===== src/rtl/if_id_stage.sv =====
// Fetch stage and IF/ID pipeline register. It drives the synchronous instruction ROM
// from PC, aligns the returned word with its PC, and raises the interrupt-take strobe.
module if_id_stage #(
   parameter int          IMEM_AW   = 8,
   parameter logic [31:0] NOP_INSTR = 32'h0
) (
   input  logic               CLK,
   input  logic               Reset_n,
   input  logic [31:0]        PC,
   input  logic [31:0]        PCplus4,
   input  logic               Stall,
   input  logic               Flush,
   input  logic               IRQ,
   input  logic [31:0]        imem_rdata,
   output logic [IMEM_AW-1:0] imem_addr,
   output logic [31:0]        IFID_PC,
   output logic [31:0]        IFID_PCplus4,
   output logic [31:0]        IFID_Instr,
   output logic               IFID_Valid,
   output logic               IRQ_Take
);

   logic        hold_valid;
   logic [31:0] hold_instr;
   logic        irq_pending;
   logic        irq_d;
   logic        irq_rise;
   logic        kill;

   // Word address only: PC[31] is the privilege bit and PC[1:0] is the byte offset.
   assign imem_addr = PC[IMEM_AW+1:2];

   assign irq_rise = IRQ & ~irq_d;
   assign IRQ_Take = irq_pending & IFID_Valid & ~IFID_PC[31] & ~Stall & ~Flush;

   // Taking an interrupt discards the fetched instruction, exactly like a redirect.
   assign kill = Flush | IRQ_Take;

   // While the stage is stalled, the ROM has already moved on to the frozen PC, so
   // the word that belongs to IFID_PC exists only in hold_instr.
   assign IFID_Instr = !IFID_Valid ? NOP_INSTR :
                       hold_valid  ? hold_instr : imem_rdata;

   always_ff @(posedge CLK) begin
      if (!Reset_n) begin
         IFID_PC      <= 32'h0;
         IFID_PCplus4 <= 32'h0;
         IFID_Valid   <= 1'b0;
         hold_valid   <= 1'b0;
         hold_instr   <= 32'h0;
         irq_pending  <= 1'b0;
         irq_d        <= 1'b0;
      end else begin
         irq_d <= IRQ;

         // A new rising edge outranks the clear, so an edge seen while the interrupt
         // is being taken is not lost.
         if (irq_rise)
            irq_pending <= 1'b1;
         else if (IRQ_Take)
            irq_pending <= 1'b0;

         if (kill) begin
            // PC is still captured so that exception reporting sees the redirect PC.
            IFID_PC      <= PC;
            IFID_PCplus4 <= PCplus4;
            IFID_Valid   <= 1'b0;
            hold_valid   <= 1'b0;
         end else if (Stall) begin
            if (!hold_valid) begin
               hold_instr <= imem_rdata;
               hold_valid <= 1'b1;
            end
         end else begin
            IFID_PC      <= PC;
            IFID_PCplus4 <= PCplus4;
            IFID_Valid   <= 1'b1;
            hold_valid   <= 1'b0;
         end
      end
   end

endmodule

===== config.mk =====
export PLATFORM = sky130hd
export DESIGN_NAME = if_id_stage
export DESIGN_NICKNAME = d
export VERILOG_FILES = /design/src/rtl/if_id_stage.sv
export SDC_FILE = /design/constraint.sdc
export NUM_CORES = 1
export LEC_CHECK = 0
export BUFFER_PORTS_ARGS = -buffer_cell sky130_fd_sc_hd__buf_2
export CAP_MARGIN = 0
export CORE_MARGIN = 5
export CORE_UTILIZATION = 34
export CTS_BUF_LIST = sky130_fd_sc_hd__clkbuf_4 sky130_fd_sc_hd__clkbuf_8 sky130_fd_sc_hd__clkbuf_16
export DETAILED_ROUTE_END_ITERATION = 16
export PLACE_DENSITY = 0.62
export SLEW_MARGIN = 20
export SYNTH_ARGS = -nofsm -noshare
export SYNTH_HDL_FRONTEND = slang
export SYNTH_SLANG_ARGS = --single-unit

===== constraint.sdc =====
create_clock -name CLK -period 1.7 [get_ports CLK]
set_input_delay 0.085 -clock CLK [delete_from_list [all_inputs] [get_ports CLK]]
set_output_delay 0.085 -clock CLK [all_outputs]
set_load 0.02 [all_outputs]

## Yosys cells after proc, flatten, opt, wreduce, memory -nomap -nowiden

Index checks and enable logic that the tools add are counted.

- Latch bits: 0
- Memory bits (read-only): 0
- Register bits: 100
- Input port bits: 101
- Bits in writable memories: 0
- Memories: 0

- Multipliers: 0
- Shifts and indexed selects: 0
- Add/subtract/negate cells: 0
- Eq/ne operators: 1
- Bitwise operators: 12
- Mux-type cells: 9
- Order comparisons: 0
- Div/mod/pow operators: 0
- Reductions and logical operators: 3

Operators with widths:

| kind | count |
|---|---|
| 32-bit two-way mux | 6 |
| 1-bit inverter | 6 |
| 1-bit AND | 5 |
| 1-bit two-way mux | 3 |
| 2-bit by 1-bit != test with 1-bit output (second input constant) | 1 |
| 2-bit AND reduction | 1 |
| 2-bit nonzero test | 1 |
| 2-bit OR reduction | 1 |
| 1-bit OR | 1 |

## Logic depth before layout (Yosys ltp)

Gate-level depths: netlist of run 1.

- Depth in word-level cells: 7
- Gate-level depth with buffers: 6
- Depth with buffers taken out: 3

## Worst setup path before layout of run 1

OpenSTA, ideal clock, no wires.

- Path type: reg-to-reg
- From: register hold_valid
- To: register hold_instr[10]
- Buffers on the path: 3
- Setup time: 0.113 ns
- Cell stages (with the launch flop): 7
- Arrival: 1.159 ns
- Setup slack: 0.428 ns
- Cell sequence: dfxtp_1 > buf_6 > or3b_1 > buf_2 > buf_6 > nand3_2 > nand2_1

- Word-level cells in the longest chain between the ends: 1

Ends and longest elaborated chain:

| what | line | text |
|---|---|---|
| start: declaration | 23 | `logic hold_valid;` |
| start signal: assignment | 49 | `hold_valid <= 1'b0;` |
| start signal: assignment | 68 | `hold_valid <= 1'b0;` |
| start signal: assignment | 72 | `hold_valid <= 1'b1;` |
| 32-bit two-way mux | -- |  |
| end signal: assignment | 71 | `hold_instr <= imem_rdata;` |
| end: declaration | 24 | `logic [31:0] hold_instr;` |

Every way passes these cells.
A chain may end at the register's enable or synchronous reset.

## Worst setup path after layout of run 1

- From: register hold_valid
- To: output port IFID_Instr[3]

- Word-level cells in the longest chain between the ends: 2

Ends and longest elaborated chain:

| what | line | text |
|---|---|---|
| 32-bit two-way mux | -- |  |
| 32-bit two-way mux | 41 | `assign IFID_Instr = !IFID_Valid ? NOP_INSTR :` |
| end: declaration | 18 | `output logic [31:0] IFID_Instr,` |

Every way passes these cells.

==> impl_metrics.env, run 1 <==
export IMPL_average_cell_area_after_synthesis_sq_um=8.26
export IMPL_rsz_0062_raised_after_global_routing="false"
export IMPL_yosys_register_bits=100
export IMPL_pwr_density_cell_nw_per_um2=880
export IMPL_final_antenna_net_count=0
export IMPL_seq_area_frac_synth_pct=46.9
export IMPL_number_of_buffers_created_by_cts=9
export IMPL_die_area_sq_um=14900
export IMPL_power_switching_mw=1.46
export IMPL_period_share_pct=92.4
export IMPL_internal_power_mw=4.36
export IMPL_critical_path_endpoint_type="primary output"
export IMPL_run_status="complete, no violations"
export IMPL_setup_worst_path_start_class="register"
export IMPL_wl_per_cell_um=13.5
export IMPL_dp_hpwl_mm=8.48
export IMPL_drv_max_cap_violation_count=0
export IMPL_core_region_area_sq_um=12500
export IMPL_achievable_clock_frequency_mhz=637
export IMPL_timing_final_hold_violations=0
export IMPL_layout_cells_most_common_list="sky130_fd_sc_hd__buf_2 (205), sky130_fd_sc_hd__nand2_1 (161), sky130_fd_sc_hd__dfxtp_1 (99), sky130_fd_sc_hd__dlygate4sd3_1 (91), sky130_fd_sc_hd__a21boi_0 (65)"
export IMPL_wl_mm=13.0
export IMPL_std_cell_rows=41
export IMPL_cts_sink_count=100
export IMPL_cts_root_to_sink_buffers=2
export IMPL_ys_warn_count=0
export IMPL_grt_util_all_layers_pct=17.1
export IMPL_post_route_util_pct=53.1
export IMPL_share_clk_of_total_power_pct=39.2
export IMPL_clock_tree_htree_level_count=3
export IMPL_yosysUniqueCellTypes=20
export IMPL_cp_data_arrival_time_ns=1.49
export IMPL_die_width_um=122
export IMPL_number_of_global_route_vias_before_repair=4345
export IMPL_finalWeightedCongestion=0.780
export IMPL_most_common_cell_after_layout_fill_and_taps_aside="sky130_fd_sc_hd__buf_2"
export IMPL_period_minus_slack_ns=1.57
export IMPL_clkSlewWorstSetupHoldPaths_ns=0.07
export IMPL_timing_setup_tns_ns=0
export IMPL_setup_violations_final=0
export IMPL_post_synth_instance_area_sq_um=4270
export IMPL_power_mw=5.83
export IMPL_grt_first_pass_wirelength_mm=20.5
export IMPL_vias=4382
export IMPL_insertion_delay_ns=0.34
export IMPL_cellLeakagePower_nw=3.19
export IMPL_worstMarginPinSlew_ns=0.445
export IMPL_timing_max_transition_violations_final=0
export IMPL_initial_utilization_pct=34.3
export IMPL_power_share_sequential_pct=43.8
export IMPL_area_growth_synth_to_final_pct=55.1
export IMPL_final_setup_skew_ns=0.00276
export IMPL_global_route_overflow_total=0
export IMPL_synth_net_count=618
export IMPL_hold_path_class="primary input to register"
export IMPL_number_of_nets_in_the_layout=886
export IMPL_first_pass_iters=4
export IMPL_drtIter0Drc=243
export IMPL_vdd_drop_max_v=0.000528
export IMPL_maximum_number_of_pins_on_one_net_before_global_route_repair=61
export IMPL_cp_required_ns=1.62
export IMPL_layout_drive_gt1_share_pct=31.1
export IMPL_antenna_cells_inserted=0
export IMPL_cts_post_setup_buffers_inserted=0
export IMPL_pin_count=207
export IMPL_switching_share_pct=25.1
export IMPL_routed_via_density=4.56
export IMPL_grt_antenna_before_repair=0
export IMPL_max_slew_margin_pct=70.3
export IMPL_path_class="register to primary output"
export IMPL_die_height_um=122
export IMPL_logic_gate_share_of_total_power_pct=17.0
export IMPL_cts_root_buffer_type="sky130_fd_sc_hd__clkbuf_16"
export IMPL_critical_path_peak_fanout=32
export IMPL_buffer_ports_inserted=206
export IMPL_cts_tree="built"
export IMPL_postSynthCellCount=517
export IMPL_drc=0
-- final cells by class --
| type | count | area [sq um] |
|---|---|---|
| clock buffer | 13 | 274 |
| clock inverter | 3 | 67.6 |
| fill | 1059 | 5840 |
| inverter | 1 | 3.75 |
| multi-input combinational | 366 | 2000 |
| sequential | 100 | 2000 |
| tap | 172 | 215 |
| timing repair buffer | 307 | 2060 |
-- registers in the layout (all words and copies together) (netlist names) --
name / flops
IFID_PCplus4: 32
IFID_PC: 32
IFID_Valid: 1
hold_valid: 1
irq_pending: 1
irq_d: 1
hold_instr: 32
-- worst paths after layout --
path / from / cells after the start / to / slack (ns)
setup / recovery: hold_valid$_SDFF_PP0_ / 4 / IFID_Instr[3] / 0.13
hold / removal: PCplus4[6] / 3 / IFID_PCplus4[6]$_SDFFE_PN0N_ / 0.02
setup reg to reg: hold_valid$_SDFF_PP0_ / 4 / hold_instr[26]$_SDFFE_PN0P_ / 0.42
hold reg to reg: hold_instr[5]$_SDFFE_PN0P_ / 2 / hold_instr[5]$_SDFFE_PN0P_ / 0.45
-- Yosys cell counts --
cell type	number	area share [%]
sky130_fd_sc_hd__and2_1	2	0.29
sky130_fd_sc_hd__buf_1	1	0.088
sky130_fd_sc_hd__buf_2	22	2.6
sky130_fd_sc_hd__clkbuf_1	14	1.2
sky130_fd_sc_hd__nor3b_2	1	0.29
sky130_fd_sc_hd__mux2i_1	32	7.5
sky130_fd_sc_hd__dfxtp_1	100	47
sky130_fd_sc_hd__nand3_1	55	6.4
sky130_fd_sc_hd__nand3_2	10	2.3
sky130_fd_sc_hd__buf_6	4	1.1
sky130_fd_sc_hd__nand2_1	161	14
sky130_fd_sc_hd__a21boi_0	65	11
sky130_fd_sc_hd__or3b_1	1	0.21
sky130_fd_sc_hd__clkinv_1	1	0.088
sky130_fd_sc_hd__and4b_1	1	0.23
sky130_fd_sc_hd__nand2b_1	2	0.29
sky130_fd_sc_hd__o41ai_1	1	0.21
sky130_fd_sc_hd__buf_4	9	1.6
sky130_fd_sc_hd__nor2_1	34	3.0
sky130_fd_sc_hd__nor2b_1	1	0.15
-- power groups by stage --
stage	clock, mW	sequential (mW)	combinational (mW)
finish	2.29	2.55	0.990
global route	2.44	2.56	1.08
CTS	2.35	2.55	0.988
detailed placement	0	2.60	0.825
global placement	0	2.60	0.811
floorplan	0	2.71	0.386
-- stage by stage --
step	hold WS, ns	setup WS, ns	instance area (sq um)	std cells
2_1_floorplan	0.207	0.428	4270	517
3_3_place_gp	0.312	0.453	5370	855
3_5_place_dp	0.315	0.433	5370	855
4_1_cts	0.000489	0.109	6620	962
5_1_grt	0.0199	0.0388	6620	962
6_report	0.0157	0.129	6620	962
-- critical path, stage by stage (launching register included) --
cell and delay [ns]:
sky130_fd_sc_hd__dfxtp_2 0.38, sky130_fd_sc_hd__buf_12 0.25, sky130_fd_sc_hd__mux2i_1 0.28, sky130_fd_sc_hd__nor2_1 0.06, sky130_fd_sc_hd__buf_2 0.17
-- repair_timing --
| action | 4_1_cts | 5_1_grt |
|---|---|---|
| hold buffers | 91 | 0 |
| hold endpoints to repair | 92 | 0 |
| gates resized for setup | 0 | 0 |
-- layer usage --
layer | up-vias | GRT usage [%] | part of all wire [%]
li1 | 2217 | - | -
met1 | 1965 | 19.7 | 41
met2 | 173 | 28.5 | 47
met3 | 27 | 5.66 | 9.4
met4 | 0 | 7.98 | 2.4
met5 | - | 0 | 0
-- kinds of logic after synthesis --
kind of cell,after synthesis,share of synthesized area (%)
AOI/OAI and AO/OA,66,11.6
buffers and inverters,51,6.62
DFF,100,46.9
muxes,32,7.50
and+or+nand+nor,268,27.4
Power figures use the tool's default switching activity.
==> inputs of run 2 (changes only) <==
--- a/config.mk
+++ b/config.mk
@@ -5,6 +5,7 @@
 export SDC_FILE = /design/constraint.sdc
 export NUM_CORES = 1
 export LEC_CHECK = 0
+export ABC_AREA = 1
 export BUFFER_PORTS_ARGS = -buffer_cell sky130_fd_sc_hd__buf_2
 export CAP_MARGIN = 0
 export CORE_MARGIN = 5
==> impl_metrics.env, run 2 <==
export IMPL_logic_gate_share_of_total_power_pct=18.3
export IMPL_drv_max_cap_violation_count=0
export IMPL_max_slew_margin_pct=71.8
export IMPL_core_region_area_sq_um=12600
export IMPL_cts_root_to_sink_buffers=2
export IMPL_insertion_delay_ns=0.34
export IMPL_cts_root_buffer_type="sky130_fd_sc_hd__clkbuf_16"
export IMPL_synthMostInstantiatedCell="sky130_fd_sc_hd__nor2_1"
export IMPL_die_area_sq_um=15200
export IMPL_cp_data_arrival_time_ns=1.45
export IMPL_dpl_cell_area_sq_um=5390
export IMPL_grt_antenna_before_repair=0
export IMPL_number_of_nets_in_the_layout=998
export IMPL_first_pass_iters=5
export IMPL_final_setup_skew_ns=0.00622
export IMPL_yosysUniqueCellTypes=16
export IMPL_hold_path_depth=4
export IMPL_r2r_setup_slack_ns=0.67
export IMPL_vdd_drop_max_v=0.000634
export IMPL_postSynthCellCount=654
export IMPL_synth_top_cells_by_area="sky130_fd_sc_hd__dfxtp_1 (46%), sky130_fd_sc_hd__nor2_1 (17%), sky130_fd_sc_hd__nand2_1 (15%), sky130_fd_sc_hd__o21ai_0 (4.8%), sky130_fd_sc_hd__a21oi_1 (3.7%)"
export IMPL_layout_drive_gt1_share_pct=26.2
export IMPL_drc=0
export IMPL_period_share_pct=90.1
export IMPL_yosys_register_bits=100
export IMPL_wl_per_cell_um=12.4
export IMPL_power_share_sequential_pct=44.0
export IMPL_achievable_clock_frequency_mhz=653
export IMPL_critical_path_peak_fanout=24
export IMPL_min_from="Flush"
export IMPL_std_cell_rows=41
export IMPL_number_of_buffers_created_by_cts=9
export IMPL_die_width_um=123
export IMPL_ys_warn_count=0
export IMPL_area_growth_synth_to_final_pct=45.5
export IMPL_fillers=1237
export IMPL_power_switching_mw=1.62
export IMPL_seq_area_frac_synth_pct=45.8
export IMPL_initial_utilization_pct=34.7
export IMPL_layout_cells_most_common_list="sky130_fd_sc_hd__buf_2 (206), sky130_fd_sc_hd__nor2_1 (194), sky130_fd_sc_hd__nand2_1 (169), sky130_fd_sc_hd__dfxtp_1 (100), sky130_fd_sc_hd__dlygate4sd3_1 (65)"
export IMPL_global_route_overflow_total=0
export IMPL_cellLeakagePower_nw=3.38
export IMPL_timing_setup_tns_ns=0
export IMPL_internal_power_mw=4.27
export IMPL_cp_required_ns=1.62
export IMPL_path_class="register to primary output"
export IMPL_setup_violations_final=0
export IMPL_wl_mm=13.3
export IMPL_worstHoldEndpoint="IFID_Valid$_SDFFE_PP0N_"
export IMPL_yosys_area_top_type_share_pct=45.8
export IMPL_synth_enable_flop_cells=0
export IMPL_grt_first_pass_wirelength_mm=20.8
export IMPL_setup_worst_path_start_class="register"
export IMPL_antenna_cells_inserted=0
export IMPL_switching_share_pct=27.5
export IMPL_most_common_cell_after_layout_fill_and_taps_aside="sky130_fd_sc_hd__buf_2"
export IMPL_number_of_global_route_vias_before_repair=4373
export IMPL_cts_sink_count=100
export IMPL_pin_count=207
export IMPL_cts_tree="built"
export IMPL_timing_final_hold_violations=0
export IMPL_vias=4724
export IMPL_post_synth_instance_area_sq_um=4370
export IMPL_placed_cells_incl_taps=993
export IMPL_die_height_um=123
export IMPL_period_minus_slack_ns=1.53
export IMPL_maximum_number_of_pins_on_one_net_before_global_route_repair=73
export IMPL_worstMarginPinSlew_ns=0.423
export IMPL_grt_util_all_layers_pct=17.1
export IMPL_synthFlopType="sky130_fd_sc_hd__dfxtp_1"
export IMPL_critical_path_reg2reg_startpoint="hold_valid$_SDFF_PP0_"
export IMPL_r2r_end="hold_instr[16]$_SDFFE_PN0P_"
export IMPL_synth_async_reset_ratio_pct=0
export IMPL_critical_path_endpoint_type="primary output"
export IMPL_fin_hold_ws_ns=0.0559
export IMPL_pwr_density_cell_nw_per_um2=925
export IMPL_average_cell_area_after_synthesis_sq_um=6.69
export IMPL_timing_max_transition_violations_final=0
export IMPL_post_synth_most_frequent_cells="sky130_fd_sc_hd__nor2_1 (194), sky130_fd_sc_hd__nand2_1 (169), sky130_fd_sc_hd__dfxtp_1 (100)"
export IMPL_reg_largest_list="IFID_PC x32, IFID_PCplus4 x32, hold_instr x32"
export IMPL_clkSlewWorstSetupHoldPaths_ns=0.07
export IMPL_hold_path_class="primary input to register"
export IMPL_buffer_ports_inserted=206
export IMPL_final_antenna_net_count=0
export IMPL_synth_net_count=755
export IMPL_rsz_0062_raised_after_global_routing="false"
export IMPL_finalWeightedCongestion=0.725
export IMPL_post_layout_nonfiller_instances=1073
export IMPL_routed_via_density=4.40
export IMPL_cts_post_setup_buffers_inserted=0
export IMPL_worst_r2r_path_depth=6
export IMPL_clock_tree_htree_level_count=3
export IMPL_dp_hpwl_mm=8.32
export IMPL_share_clk_of_total_power_pct=37.7
export IMPL_drtIter0Drc=207
export IMPL_post_synth_top_area_cell="sky130_fd_sc_hd__dfxtp_1"
export IMPL_final_design_area_no_fill_sq_um=6360
export IMPL_run_status="complete, no violations"
run 2: worst max-delay path by stage:
stage / endpoint / from / depth (start not counted) / slack [ns]
6_report: IFID_Instr[9] / hold_valid$_SDFF_PP0_ / 5 / 0.17
5_1_grt: IFID_Instr[1] / hold_valid$_SDFF_PP0_ / 5 / 0.03
3_3_place_gp: IFID_Instr[15] / hold_valid$_SDFF_PP0_ / 5 / 0.54
4_1_cts: IFID_Instr[9] / hold_valid$_SDFF_PP0_ / 5 / 0.15
2_1_floorplan: IFID_Instr[10] / IFID_Valid$_SDFFE_PP0N_ / 3 / 0.48
3_5_place_dp: hold_instr[4]$_SDFFE_PN0P_ / Flush / 7 / 0.53
run 2: power by group through the flow:
stage          combinational [mW]  sequential [mW]  clock, mW
2_1_floorplan               0.498             2.77          0
3_3_place_gp                0.952             2.64          0
3_5_place_dp                0.955             2.64          0
4_1_cts                      1.07             2.59       2.29
5_1_grt                      1.20             2.61       2.39
6_report                     1.08             2.59       2.22
run 2: cell type report:
class	count	area, sq um	share of cell area (%)
Tap cell	172	215	3.38
Sequential cell	100	2000	31.5
Inverter	41	154	2.42
Clock inverter	5	86.3	1.36
Clock buffer	10	233	3.66
Multi-Input combinational cell	463	1870	29.4
Timing Repair Buffer	282	1800	28.3
run 2: timing repair:
action | 4_1_cts | 5_1_grt
resized for setup | 0 | 0
hold buffers | 65 | 0
endpoints found under the hold margin | 65 | 0
run 2: cells by family after synthesis:
| kind of cell | Yosys count | synth area share (%) |
|---|---|---|
| DFF | 100 | 45.8 |
| buffers and inverters | 91 | 11.6 |
| and+or+nand+nor | 367 | 31.7 |
| AOI/OAI and AO/OA | 96 | 11.0 |
run 2: per-layer routing:
metal	GRT usage, %	up-vias	share of wire [%]
met5	0	-	0
met4	7.61	0	1.5
met3	6.63	14	11
met2	25.5	202	43
met1	21.8	2033	45
li1	-	2475	-
run 2: per-stage QoR:
step | setup slack, ns | power, mW | utilization, %
global placement | 0.538 | 3.59 | 42.7
global route | 0.0313 | 6.20 | 50.4
floorplan | 0.483 | 3.27 | -
finish | 0.169 | 5.89 | 50.4
detailed placement | 0.526 | 3.59 | 42.7
CTS | 0.150 | 5.95 | 50.4
run 2: critical path, stage by stage (launching register included):
cell and delay, ns:
sky130_fd_sc_hd__dfxtp_1 0.32, sky130_fd_sc_hd__inv_1 0.07, sky130_fd_sc_hd__buf_4 0.25, sky130_fd_sc_hd__nand2_1 0.10, sky130_fd_sc_hd__a21oi_1 0.17, sky130_fd_sc_hd__buf_2 0.19
==> inputs of run 3 (changes only) <==
--- a/config.mk
+++ b/config.mk
@@ -6,13 +6,13 @@
 export NUM_CORES = 1
 export LEC_CHECK = 0
 export ABC_AREA = 1
-export BUFFER_PORTS_ARGS = -buffer_cell sky130_fd_sc_hd__buf_2
-export CAP_MARGIN = 0
+export CAP_MARGIN = 30
 export CORE_MARGIN = 5
 export CORE_UTILIZATION = 34
 export CTS_BUF_LIST = sky130_fd_sc_hd__clkbuf_4 sky130_fd_sc_hd__clkbuf_8 sky130_fd_sc_hd__clkbuf_16
 export DETAILED_ROUTE_END_ITERATION = 16
-export PLACE_DENSITY = 0.62
+export DONT_BUFFER_PORTS = 1
+export PLACE_DENSITY = 0.48
 export SLEW_MARGIN = 20
 export SYNTH_ARGS = -nofsm -noshare
 export SYNTH_HDL_FRONTEND = slang
==> impl_metrics.env, run 3 (same netlist as run 2, synthesis figures left out) <==
export IMPL_routed_via_density=4.54
export IMPL_number_of_buffers_created_by_cts=9
export IMPL_timing_final_hold_violations=0
export IMPL_max_slew_margin_pct=65.0
export IMPL_setup_worst_path_start_class="register"
export IMPL_die_height_um=123
export IMPL_layout_drive_gt1_share_pct=5.19
export IMPL_core_region_area_sq_um=12600
export IMPL_most_common_cell_after_layout_fill_and_taps_aside="sky130_fd_sc_hd__nor2_1"
export IMPL_timing_max_transition_violations_final=0
export IMPL_wl_mm=12.3
export IMPL_std_cell_rows=41
export IMPL_drtIter0Drc=217
export IMPL_maximum_number_of_pins_on_one_net_before_global_route_repair=129
export IMPL_power_mw=5.61
export IMPL_die_width_um=123
export IMPL_cts_sink_count=100
export IMPL_achievable_clock_frequency_mhz=628
export IMPL_dp_hpwl_mm=7.31
export IMPL_buffer_ports_inserted=0
export IMPL_global_route_overflow_total=0
export IMPL_critical_path_endpoint_type="primary output"
export IMPL_fillers=1299
export IMPL_period_minus_slack_ns=1.59
export IMPL_vias=4103
export IMPL_critical_path_peak_fanout=22
export IMPL_worstMarginPinSlew_ns=0.524
export IMPL_final_antenna_net_count=0
export IMPL_grt_first_pass_wirelength_mm=19.4
export IMPL_cts_root_buffer_type="sky130_fd_sc_hd__clkbuf_16"
export IMPL_number_of_nets_in_the_layout=828
export IMPL_grt_util_all_layers_pct=15.9
export IMPL_first_pass_iters=4
export IMPL_vdd_drop_max_v=0.000538
export IMPL_run_status="complete, no violations"
export IMPL_cellLeakagePower_nw=2.60
export IMPL_cp_required_ns=1.62
export IMPL_final_setup_skew_ns=0.00368
export IMPL_cts_root_to_sink_buffers=2
export IMPL_antenna_cells_inserted=0
export IMPL_cp_data_arrival_time_ns=1.51
export IMPL_cts_tree="built"
export IMPL_wl_per_cell_um=13.6
export IMPL_clkSlewWorstSetupHoldPaths_ns=0.07
export IMPL_drc=0
export IMPL_drv_max_cap_violation_count=0
export IMPL_pwr_density_cell_nw_per_um2=978
export IMPL_period_share_pct=93.6
export IMPL_clock_tree_htree_level_count=3
export IMPL_rsz_0062_raised_after_global_routing="false"
export IMPL_grt_antenna_before_repair=0
export IMPL_hold_path_class="primary input to register"
export IMPL_layout_cells_most_common_list="sky130_fd_sc_hd__nor2_1 (194), sky130_fd_sc_hd__nand2_1 (169), sky130_fd_sc_hd__dlygate4sd3_1 (104), sky130_fd_sc_hd__dfxtp_1 (100), sky130_fd_sc_hd__o21ai_0 (42)"
export IMPL_initial_utilization_pct=34.7
export IMPL_area_growth_synth_to_final_pct=31.2
export IMPL_cts_post_setup_buffers_inserted=0
export IMPL_pin_count=207
export IMPL_insertion_delay_ns=0.34
export IMPL_timing_setup_tns_ns=0
export IMPL_setup_violations_final=0
export IMPL_die_area_sq_um=15200
export IMPL_path_class="register to primary output"
export IMPL_reg_largest_list="IFID_PC x32, IFID_PCplus4 x32, hold_instr x32"
export IMPL_finalWeightedCongestion=0.711
export IMPL_number_of_global_route_vias_before_repair=4037
==> run 3: final timing paths <==
check / cells after the start / to / start / slack [ns]
worst max-delay path: 3 / IFID_Instr[13] / hold_valid$_SDFF_PP0_ / 0.11
worst min-delay path: 4 / hold_instr[30]$_SDFFE_PN0P_ / imem_rdata[30] / 0.007
worst max register to register: 6 / hold_instr[18]$_SDFFE_PN0P_ / hold_valid$_SDFF_PP0_ / 0.14
worst min register to register: 2 / irq_pending$_SDFFE_PN0P_ / irq_d$_SDFF_PN0_ / 0.48
==> run 3: power by group <==
part           switching, mW  total, mW  internal [mW]  leakage (nW)
Sequential             0.241       2.75           2.51         0.831
Clock                  0.921       2.12           1.20         0.154
Combinational          0.401      0.739          0.338          1.62
==> run 3: per-stage QoR <==
step | cells | area, sq um | utilization (%) | hold WS, ns | worst slack [ns]
after floorplan | 654 | 4370 | - | 0.189 | 0.483
after global placement | 783 | 4320 | 34.2 | 0.170 | 0.426
after detailed placement | 783 | 4320 | 34.2 | 0.170 | 0.387
after CTS | 904 | 5700 | 45.1 | 0.00162 | 0.00865
after global routing | 904 | 5740 | 45.5 | 0.0255 | 0.00778
final | 904 | 5740 | 45.5 | 0.00713 | 0.109
==> run 3: what timing repair did <==
action,4_1_cts,5_1_grt
hold endpoints to repair,100,0
gates resized for setup,0,11
hold buffers,105,0
setup endpoints to repair,0,33
==> run 3: layout make-up <==
cell class	count	area, sq um	share of cell area (%)
Multi-Input combinational cell	463	1910	33.3
Inverter	41	154	2.68
Timing Repair Buffer	112	1150	20.0
Sequential cell	100	2000	34.9
Clock buffer	10	239	4.16
Tap cell	172	215	3.75
Clock inverter	6	70.1	1.22
==> run 3: layer usage <==
layer	track usage (%)	wire, um	part of all wire, %	vias to the layer above
met4	6.57	252	2.1	0
met5	0	0	0	-
li1	-	-	-	2131
met2	26.9	5830	47	138
met3	4.71	1060	8.7	22
met1	18.8	5140	42	1812
==> run 3: critical path, stage by stage, from the launching register on <==
cell,delay (ns)
sky130_fd_sc_hd__dfxtp_1,0.35
sky130_fd_sc_hd__buf_4,0.27
sky130_fd_sc_hd__nand2_1,0.11
sky130_fd_sc_hd__a21oi_1,0.43
